File: config.mk
export PLATFORM = sky130hd
export DESIGN_NAME = regfile_wb_arbiter
export DESIGN_NICKNAME = d
export VERILOG_FILES = /design/src/rtl/regfile_wb_arbiter.sv
export SDC_FILE = /design/constraint.sdc
export NUM_CORES = 1
export LEC_CHECK = 0
export ABC_CLOCK_PERIOD_IN_PS = 3590
export BUFFER_PORTS_ARGS = -buffer_cell sky130_fd_sc_hd__buf_2
export CAP_MARGIN = 40
export CORE_MARGIN = 8
export CORE_UTILIZATION = 50
export DETAILED_ROUTE_END_ITERATION = 10
export GPL_TIMING_DRIVEN = 0
export PLACE_DENSITY = 0.81
export SYNTH_ARGS = -nofsm -noshare
export SYNTH_HDL_FRONTEND = slang
export SYNTH_SLANG_ARGS = --single-unit
File: constraint.sdc
create_clock -name clk -period 3.59 [get_ports clk]
set_input_delay 0.1795 -clock clk [delete_from_list [all_inputs] [get_ports clk]]
set_output_delay 0.1795 -clock clk [all_outputs]
set_load 0.005 [all_outputs]
File: src/rtl/regfile_wb_arbiter.sv
// Writeback arbiter: three 1-entry holding buffers (MEM, ALU, MD) share one register-file write port.
// Optional macro STARVE_GUARD_EN adds per-source age counters that promote long-waiting entries.
module regfile_wb_arbiter #(
    parameter int DATA_W    = 32,
    parameter int ADDR_W    = 5,
    parameter int AGE_LIMIT = 4
) (
    input  logic              clk,
    input  logic              rst,
    input  logic              mem_valid,
    output logic              mem_ready,
    input  logic [ADDR_W-1:0] mem_reg,
    input  logic [DATA_W-1:0] mem_data,
    input  logic              alu_valid,
    output logic              alu_ready,
    input  logic [ADDR_W-1:0] alu_reg,
    input  logic [DATA_W-1:0] alu_data,
    input  logic              md_valid,
    output logic              md_ready,
    input  logic [ADDR_W-1:0] md_reg,
    input  logic [DATA_W-1:0] md_data,
    output logic              RegWrite,
    output logic [ADDR_W-1:0] write_reg,
    output logic [DATA_W-1:0] write_data,
    output logic [1:0]        grant_src,
    output logic              busy
);

    // Index 0 = MEM, 1 = ALU, 2 = MD
    logic [2:0]        in_valid;
    logic [2:0]        full;
    logic [2:0]        gnt;
    logic [2:0]        ready;
    logic [ADDR_W-1:0] in_reg   [3];
    logic [DATA_W-1:0] in_data  [3];
    logic [ADDR_W-1:0] buf_reg  [3];
    logic [DATA_W-1:0] buf_data [3];

    logic              any_gnt;
    logic [ADDR_W-1:0] sel_reg;
    logic [DATA_W-1:0] sel_data;
    logic [1:0]        sel_src;

    assign in_valid   = {md_valid, alu_valid, mem_valid};
    assign in_reg[0]  = mem_reg;
    assign in_reg[1]  = alu_reg;
    assign in_reg[2]  = md_reg;
    assign in_data[0] = mem_data;
    assign in_data[1] = alu_data;
    assign in_data[2] = md_data;

    assign ready     = ~full | gnt;
    assign mem_ready = ready[0];
    assign alu_ready = ready[1];
    assign md_ready  = ready[2];
    assign busy      = |full;

`ifdef STARVE_GUARD_EN
    localparam int AGE_W = $clog2(AGE_LIMIT + 1);

    logic [AGE_W-1:0] age [3];
    logic [2:0]       aged;

    always_comb begin
        for (int i = 0; i < 3; i++) begin
            aged[i] = full[i] && (age[i] == AGE_W'(AGE_LIMIT));
        end
    end

    // Aged entries reverse the normal order so the slowest source recovers first
    always_comb begin
        gnt = 3'b000;
        if (aged[2])      gnt = 3'b100;
        else if (aged[1]) gnt = 3'b010;
        else if (aged[0]) gnt = 3'b001;
        else if (full[0]) gnt = 3'b001;
        else if (full[1]) gnt = 3'b010;
        else if (full[2]) gnt = 3'b100;
    end

    always_ff @(posedge clk) begin
        for (int i = 0; i < 3; i++) begin
            if (rst || !full[i] || gnt[i]) begin
                age[i] <= '0;
            end else if (age[i] != AGE_W'(AGE_LIMIT)) begin
                age[i] <= age[i] + 1'b1;
            end
        end
    end
`else
    logic unused_age_limit;
    assign unused_age_limit = |AGE_LIMIT;

    always_comb begin
        gnt = 3'b000;
        if (full[0])      gnt = 3'b001;
        else if (full[1]) gnt = 3'b010;
        else if (full[2]) gnt = 3'b100;
    end
`endif

    always_comb begin
        any_gnt  = |gnt;
        sel_reg  = '0;
        sel_data = '0;
        sel_src  = 2'd0;
        if (gnt[0]) begin
            sel_reg  = buf_reg[0];
            sel_data = buf_data[0];
            sel_src  = 2'd1;
        end else if (gnt[1]) begin
            sel_reg  = buf_reg[1];
            sel_data = buf_data[1];
            sel_src  = 2'd2;
        end else if (gnt[2]) begin
            sel_reg  = buf_reg[2];
            sel_data = buf_data[2];
            sel_src  = 2'd3;
        end
    end

    // Writes to r0 are consumed but never buffered
    always_ff @(posedge clk) begin
        for (int i = 0; i < 3; i++) begin
            if (rst) begin
                full[i] <= 1'b0;
            end else if (in_valid[i] && ready[i] && (in_reg[i] != '0)) begin
                full[i] <= 1'b1;
            end else if (gnt[i]) begin
                full[i] <= 1'b0;
            end
        end
    end

    always_ff @(posedge clk) begin
        for (int i = 0; i < 3; i++) begin
            if (in_valid[i] && ready[i] && (in_reg[i] != '0)) begin
                buf_reg[i]  <= in_reg[i];
                buf_data[i] <= in_data[i];
            end
        end
    end

    always_ff @(posedge clk) begin
        if (rst) begin
            RegWrite   <= 1'b0;
            write_reg  <= '0;
            write_data <= '0;
            grant_src  <= 2'd0;
        end else begin
            RegWrite  <= any_gnt;
            grant_src <= sel_src;
            if (any_gnt) begin
                write_reg  <= sel_reg;
                write_data <= sel_data;
            end
        end
    end

endmodule
## Yosys cells after proc, flatten, opt, wreduce, memory -nomap -nowiden

Memory sizes are Yosys's and may differ from the RTL's.
Index checks and enable logic that the tools add are counted.

- Bitwise logic cells: 2
- Div/mod/pow operators: 0
- $add $sub $neg: 0
- Multipliers: 0
- Equal/unequal tests: 0
- Reductions and logical operators: 15
- Shift-type cells: 0
- Order comparisons: 0
- Multiplexer cells: 24

Operators with widths:

| operator | number |
|---|---|
| $mux W32 | 3 |
| $mux W5 | 3 |
| $reduce_bool A5 Y1 | 3 |
| $mux W1 | 13 |
| $mux W3 | 3 |
| $logic_and A1 B1 Y1 | 6 |
| $reduce_bool A2 Y1 | 3 |
| $reduce_or A3 Y1 | 2 |
| $mux W2 | 2 |
| $not A3 Y3 | 1 |
| $or A3 B3 Y3 | 1 |
| $reduce_or A2 Y1 | 1 |

- Output and inout port bits: 44
- Input bits: 116
- Register bits: 43
- Memories kept: 2
- Word-level logic and storage cells: 51
- Bits in read-only memories: 0
- Memory bits (writable): 111
- Latch bits: 0

Memories:

| name | depth | bits a word | rd ports | clocked after Yosys merged registers in | wr ports | RTL line | RTL |
|---|---|---|---|---|---|---|---|
| buf_data | 3 | 32 | 3 | 0 | 3 | 37 | `logic [DATA_W-1:0] buf_data [3];` |
| buf_reg | 3 | 5 | 3 | 0 | 3 | 36 | `logic [ADDR_W-1:0] buf_reg [3];` |

## Depth between registers and ports, before layout

Gate-level depths: netlist of run 1.

- Depth in word-level cells: 8
- Depth in mapped cells: 6
- Depth with buffers taken out: 3

## Worst setup path before layout of run 1

OpenSTA, ideal clock, no wires.

- Path kind: register -> register
- From: register full[0]
- To: memory buf_data[2][0], in the netlist buf_data[0][64] (enable)
- Data required time: 3,154 ps
- Cell stages (with the launch flop): 5
- Data arrival time: 2,482 ps
- Setup slack: 672 ps
- Buffers on the path: 2
- Path through: dfxtp_1 buf_2 buf_2 o21ai_1 nor2b_1

RTL lines:

| element | RTL line | RTL |
|---|---|---|
| start: declaration | 31 | `logic [2:0] full;` |
| start signal: indexed assignment | 126 | `full[i] <= 1'b0;` |
| start signal: indexed assignment | 128 | `full[i] <= 1'b1;` |
| start signal: indexed assignment | 130 | `full[i] <= 1'b0;` |
| end: declaration | 37 |  |

==> impl_metrics.csv, run 1 <==
group,metric,value,unit
yosys,synth_top_family_by_area,"compound AO/OA/AOI/OAI gates",
drt,drc_errors,0,
yosys,synth_cell_types,22,
power_and_ir_drop,finalPower,4.571,mW
sta,setup_ws,1.483,ns
placed_design,dpl-instance-area,6949,sq um
cts,path_clk_slew,0.06,ns
yosys,postSynth.asyncResetShare,0,%
floorplan,start_util,51.36,%
global_route,gr-total-overflow,0,
cts,numCtsBuffers,17,
outcome,status,"finished clean",
placed_design,portBuffers,157,
floorplan,die_w,124.5,microns
cts,cts_root_buffer,"clkbuf_16",
yosys,synth_top_area_share,56.60,%
cts,clk_latency,0.42,ns
global_route,grt_use_met1,26.53,%
global_route,grt_pass1_wl,28140,microns
power_and_ir_drop,peakVddDrop,0.6354,mV
sta,hold_ws,0.2040,ns
drt,post_drt_via_cell_ratio,5.504,
drt,drt-total-wl,18130,microns
critical_path,crit_required,3.76,ns
critical_path,cp-end-kind,"flop",
yosys,synthTopCellsByCount,"edfxtp_1 (111), dfxtp_1 (43), nor2b_1 (40), nand2b_1 (37), o32ai_2 (21)",
drt,ant_nets,0,
placed_design,hpwl,10360,microns
cts,cts_hold_buf,111,
sta,fin_crit,2.107,ns
cells_and_area,nFillCells,641,
critical_path,rr_startpoint,"full[1]$_SDFFE_PP0P_",
floorplan,ioPinCount,160,
yosys,postSynthCellCount,355,
sta,setup_viol,0,
yosys,synth-seq-area-share,71.21,%
cells_and_area,layout-area-overhead-vs-synth,47.72,%
yosys,syn_area,5889,sq um
sta,fin_worst_skew,0.007149,ns
cts,htreeDepth,4,
global_route,grt_pass1_vias,5035,
floorplan,design.die.area,15510,sq um
drt,vias,4425,
sta,grt_setup_unrepaired,"false",
yosys,yosys_register_bits,154,
global_route,grt-busiest-layer,"met2",
critical_path,path_class,"in2reg",
cells_and_area,finalInstanceArea,8700,sq um
yosys,synthMuxAreaShare,0,%
cells_and_area,layout-drive-gt1-share,38.60,%
yosys,synthXorXnorAreaFrac,0,%
drt,post_drt_wl_per_cell,22.55,microns
sta,period_share,58.70,%
yosys,synth_nets,471,
global_route,grt_max_degree,27,
yosys,ys_warn_count,0,
min_path,hold_path.class,"in2reg",
placed_design,place_congestion,0.7702,
sta,hold_viol_final,0,
yosys,synthAdderAreaFrac,0,%
yosys,yosys.area_share.simple,9.242,%
cells_and_area,nNetsFinal,761,
power_and_ir_drop,powerDensity,525.4,nW/um^2
cts,cts_resized,0,
drt,drtIter0Drc,339,
floorplan,core-area,11470,sq um
cells_and_area,largest_reg_flops,96,
cts,cts_sinks,154,
sta,finalMaxSlewViolations,0,
min_path,hp-start,"alu_valid",
yosys,yosysTopAreaCell,"edfxtp_1",
global_route,antenna_found_initial,3,
global_route,globalRouteMet2Util,40.08,%
power_and_ir_drop,cellLeakagePower,3.364,nW
yosys,synth.area.top_cells,"edfxtp_1 (57%), dfxtp_1 (15%), o32ai_2 (5.8%)",
yosys,synth_area_per_cell,16.59,sq um
critical_path,cp_max_fo,21,
critical_path,startpoint_type,"input pin",
floorplan,die_h,124.5,microns
cts,post-cts-setup-buffer-count,0,
sta,fmax,0.4746,GHz
cts,cts_buffer_depth,2,
yosys,synth_most_common_cell,"edfxtp_1",
critical_path,setup.worst_path.start,"alu_reg[0]",
critical_path,crit_arrival,2.28,ns
drt,firstDrtPassIters,5,
floorplan,num_rows,39,
yosys,synth_ff_type,"edfxtp_1",
global_route,grt_usage,23.49,%
sta,relSlewSlack,38.90,%
run,max_cap_viol_count,0,
sta,worst_slew_pin_slew,0.9145,ns
cells_and_area,final_util,75.86,%
placed_design,place_ws,1.502,ns
yosys,synth_compound_area_share,16.44,%
yosys,synth_edf_count,111,
cts,cts_tree,"done",
global_route,grt_use_met3,8.340,%
## power by group
group	total (mW)	internal (mW)	switching, mW
logic	0.541	0.282	0.258
clock network	1.91	1.19	0.717
registers	2.12	2.06	0.0630
## per-layer routing
metal | vias up | part of all wire (%) | wire length [microns]
met1 | 2173 | 39 | 7047
li1 | 1981 | - | -
met3 | 44 | 7.2 | 1306
met5 | - | 0 | 0
met4 | 0 | 2.5 | 456
met2 | 227 | 51 | 9320
## cell families (layout without fill, tap and decap cells)
family,after synthesis,in the layout
flops,154,154
simple gates,87,87
compound gates,81,81
buf+inv,32,335
other cells,1,4
## critical path, stage by stage
cell and delay (ns):
dlygate4sd3_1 0.56, buf_2 0.15, or4_1 0.51, o21ai_1 0.36, a21oi_4 0.24, buf_16 0.28
## area by class of cell
class                      instances  area (sq um)  share of cell area (%)
timing repair buffer             271          1972                   22.67
buffer                            32         178.9                   2.057
sequential                       154          4194                   48.21
antenna                            3         7.507                 0.08629
multi-input combinational        169          1536                   17.66
tap                              143         178.9                   2.057
clock inverter                    13         188.9                   2.172
clock buffer                      19         442.9                   5.091
## stage by stage
step / std cells / setup TNS [ns]
after floorplan: 355 / 0
after global routing: 804 / 0
final: 804 / 0
after CTS: 801 / 0
after detailed placement: 658 / 0
after global placement: 655 / -44.54
## final timing paths
| kind | end | slack [ns] | depth (start not counted) |
|---|---|---|---|
| setup / recovery | buf_data[0][48]$_DFFE_PP_ | 1.48 | 6 |
| hold / removal | full[1]$_SDFFE_PP0P_ | 0.20 | 3 |
| setup reg to reg | buf_data[0][48]$_DFFE_PP_ | 1.51 | 4 |
| hold reg to reg | write_data[10]$_SDFFE_PP0P_ | 0.50 | 2 |
## placed cells by master, fill, tap and decap left out, drive strengths merged, types with 4 or more instances in the layout
cell type	count
a221oi	37
clkbuf	33
clkinv	4
buf	178
nand2b	37
inv	4
dlygate4sd3	111
o32ai	37
edfxtp	111
dfxtp	43
bufinv	4
nor2b	41
Power figures use the tool's default switching activity.
==> run 2, diff against run 1 <==
ABC_CLOCK_PERIOD_IN_PS = 1700   (was 3590)
CORE_UTILIZATION = 47   (was 50)
PLACE_DENSITY = 0.8   (was 0.81)
clock period = 1.7 ns   (was 3.59 ns; I/O delays follow)
==> run 2 against run 1 <==
Worst setup slack worse by 1.4 ns; power increased by 110%; final cell count rose by 4.0%.
==> impl_metrics.csv, run 2 (synthesis results as in run 1) <==
group,metric,value,unit
drt,wl_met3,1490,microns
floorplan,die_w,127.9,microns
floorplan,ioPinCount,160,
critical_path,path_class,"in2reg",
drt,firstDrtPassIters,4,
critical_path,crit_required,1.99,ns
sta,relSlewSlack,54.82,%
cells_and_area,final_cell_mix,"buf_2 (166), dlygate4sd3_1 (112), edfxtp_1 (111)",
sta,fmax,0.6060,GHz
cells_and_area,layout-area-overhead-vs-synth,49.80,%
critical_path,rr_startpoint,"full[0]$_SDFFE_PP0P_",
cts,cts_sinks,154,
critical_path,reg2reg_to,"buf_data[0][87]$_DFFE_PP_",
floorplan,num_rows,41,
min_path,hp-start,"alu_valid",
sta,grt_setup_unrepaired,"false",
cts,htreeDepth,4,
global_route,grt_max_degree,30,
sta,fin_crit,1.650,ns
run,max_cap_viol_count,0,
placed_design,dp_cells,687,
critical_path,r2r_setup_slack,0.11,ns
cts,cts_tree,"done",
cts,cts_root_buffer,"clkbuf_16",
sta,setup_viol,0,
cells_and_area,largest_reg_flops,96,
cts,path_clk_slew,0.06,ns
drt,post_drt_via_cell_ratio,5.324,
global_route,grt_pass1_wl,27200,microns
cells_and_area,nNetsFinal,766,
power_and_ir_drop,powerDensity,1087,nW/um^2
drt,drtIter0Drc,285,
cts,numCtsBuffers,17,
drt,post_drt_wl_per_cell,21.63,microns
cells_and_area,stdcell_count,836,
placed_design,place_congestion,0.7436,
global_route,antenna_found_initial,1,
floorplan,start_util,47.44,%
cts,cts_buffer_depth,2,
power_and_ir_drop,peakVddDrop,0.6663,mV
critical_path,cp-end-kind,"flop",
global_route,gr-total-overflow,0,
sta,hold_viol_final,0,
critical_path,cp_max_fo,29,
placed_design,dpl-instance-area,7010,sq um
floorplan,die_h,127.9,microns
min_path,worst_hold_path.num_cells,3,
floorplan,core-area,12410,sq um
sta,finalMaxSlewViolations,0,
outcome,status,"finished clean",
drt,drt-total-wl,18080,microns
global_route,grt_usage,22.31,%
sta,worst_slew_pin_slew,0.6776,ns
cells_and_area,layout-drive-gt1-share,39.52,%
drt,drt-met1-wl,6683,microns
critical_path,r2r_cells,5,
power_and_ir_drop,cellLeakagePower,3.400,nW
placed_design,portBuffers,157,
cells_and_area,final_common_cell,"buf_2",
cells_and_area,finalInstanceArea,8822,sq um
drt,ant_nets,0,
placed_design,hpwl,10540,microns
min_path,min_to,"full[1]$_SDFFE_PP0P_",
drt,vias,4451,
sta,period_share,97.07,%
floorplan,design.die.area,16370,sq um
cts,clk_latency,0.42,ns
min_path,hold_path.class,"in2reg",
critical_path,crit_arrival,1.94,ns
sta,fin_worst_skew,0.01042,ns
global_route,grt_pass1_vias,4909,
drt,highest_layer,"met4",
drt,drc_errors,0,
drt,route.met2.wl,9432,microns
critical_path,startpoint_type,"input pin",
## run 2: worst max path at each step
stage / startpoint / end / slack (ns) / cells past startpoint
finish: mem_reg[0] / full[0]$_SDFFE_PP0P_ / 0.05 / 6
CTS: mem_reg[0] / full[0]$_SDFFE_PP0P_ / 0.02 / 6
global route: alu_reg[3] / buf_data[0][62]$_DFFE_PP_ / 0.03 / 6
detailed placement: full[0]$_SDFFE_PP0P_ / buf_data[0][63]$_DFFE_PP_ / -0.30 / 4
global placement: full[0]$_SDFFE_PP0P_ / buf_data[0][54]$_DFFE_PP_ / -0.53 / 3
floorplan: full[0]$_SDFFE_PP0P_ / buf_data[0][64]$_DFFE_PP_ / -0.03 / 4
## run 2: layout make-up
class,count,area [sq um]
sequential,154,4194
fill,770,3592
timing repair buffer,278,2052
multi-input combinational,169,1562
clock buffer,21,440.4
tap,172,215.2
buffer,30,185.2
clock inverter,11,171.4
antenna,1,2.502
## run 2: report_power, final
| group | internal [mW] | switching, mW | leakage [nW] |
|---|---|---|---|
| clock | 2.46 | 1.48 | 0.292 |
| combinational | 0.624 | 0.551 | 1.67 |
| sequential | 4.35 | 0.130 | 1.44 |
| total | 7.44 | 2.16 | 3.40 |
## run 2: what timing repair did
action | 4_1_cts | 5_1_grt
buffers inserted | 4 | 2
endpoints found under the hold margin | 111 | 1
hold buffers | 111 | 1
pin swaps | 1 | 1
gates resized for setup | 0 | 3
setup endpoints to repair | 76 | 103
## run 2: critical path, cell delays in order
cell,delay (ns)
dlygate4sd3_1,0.55
buf_2,0.13
or4_1,0.58
o21a_4,0.26
buf_12,0.18
nor2b_1,0.14
## run 2: metal layers
metal  global-route usage (%)  up-vias
li1                         -     1995
met1                    24.15     2184
met2                    39.67      236
met3                    6.614       36
met4                    9.580        0
met5                        0        -
## run 2: metrics by stage
step | setup TNS, ns | worst slack (ns) | total power, mW | utilization, % | hold slack [ns]
floorplan | -1.404 | -0.02789 | 5.021 | - | 0.1839
global placement | -52.85 | -0.5289 | 5.406 | 55.86 | 0.2618
detailed placement | -14.40 | -0.2999 | 5.479 | 56.47 | 0.2631
CTS | 0 | 0.02287 | 9.573 | 70.73 | 0.05711
global route | 0 | 0.02652 | 9.855 | 71.06 | 0.01937
finish | 0 | 0.04974 | 9.592 | 71.06 | 0.005807
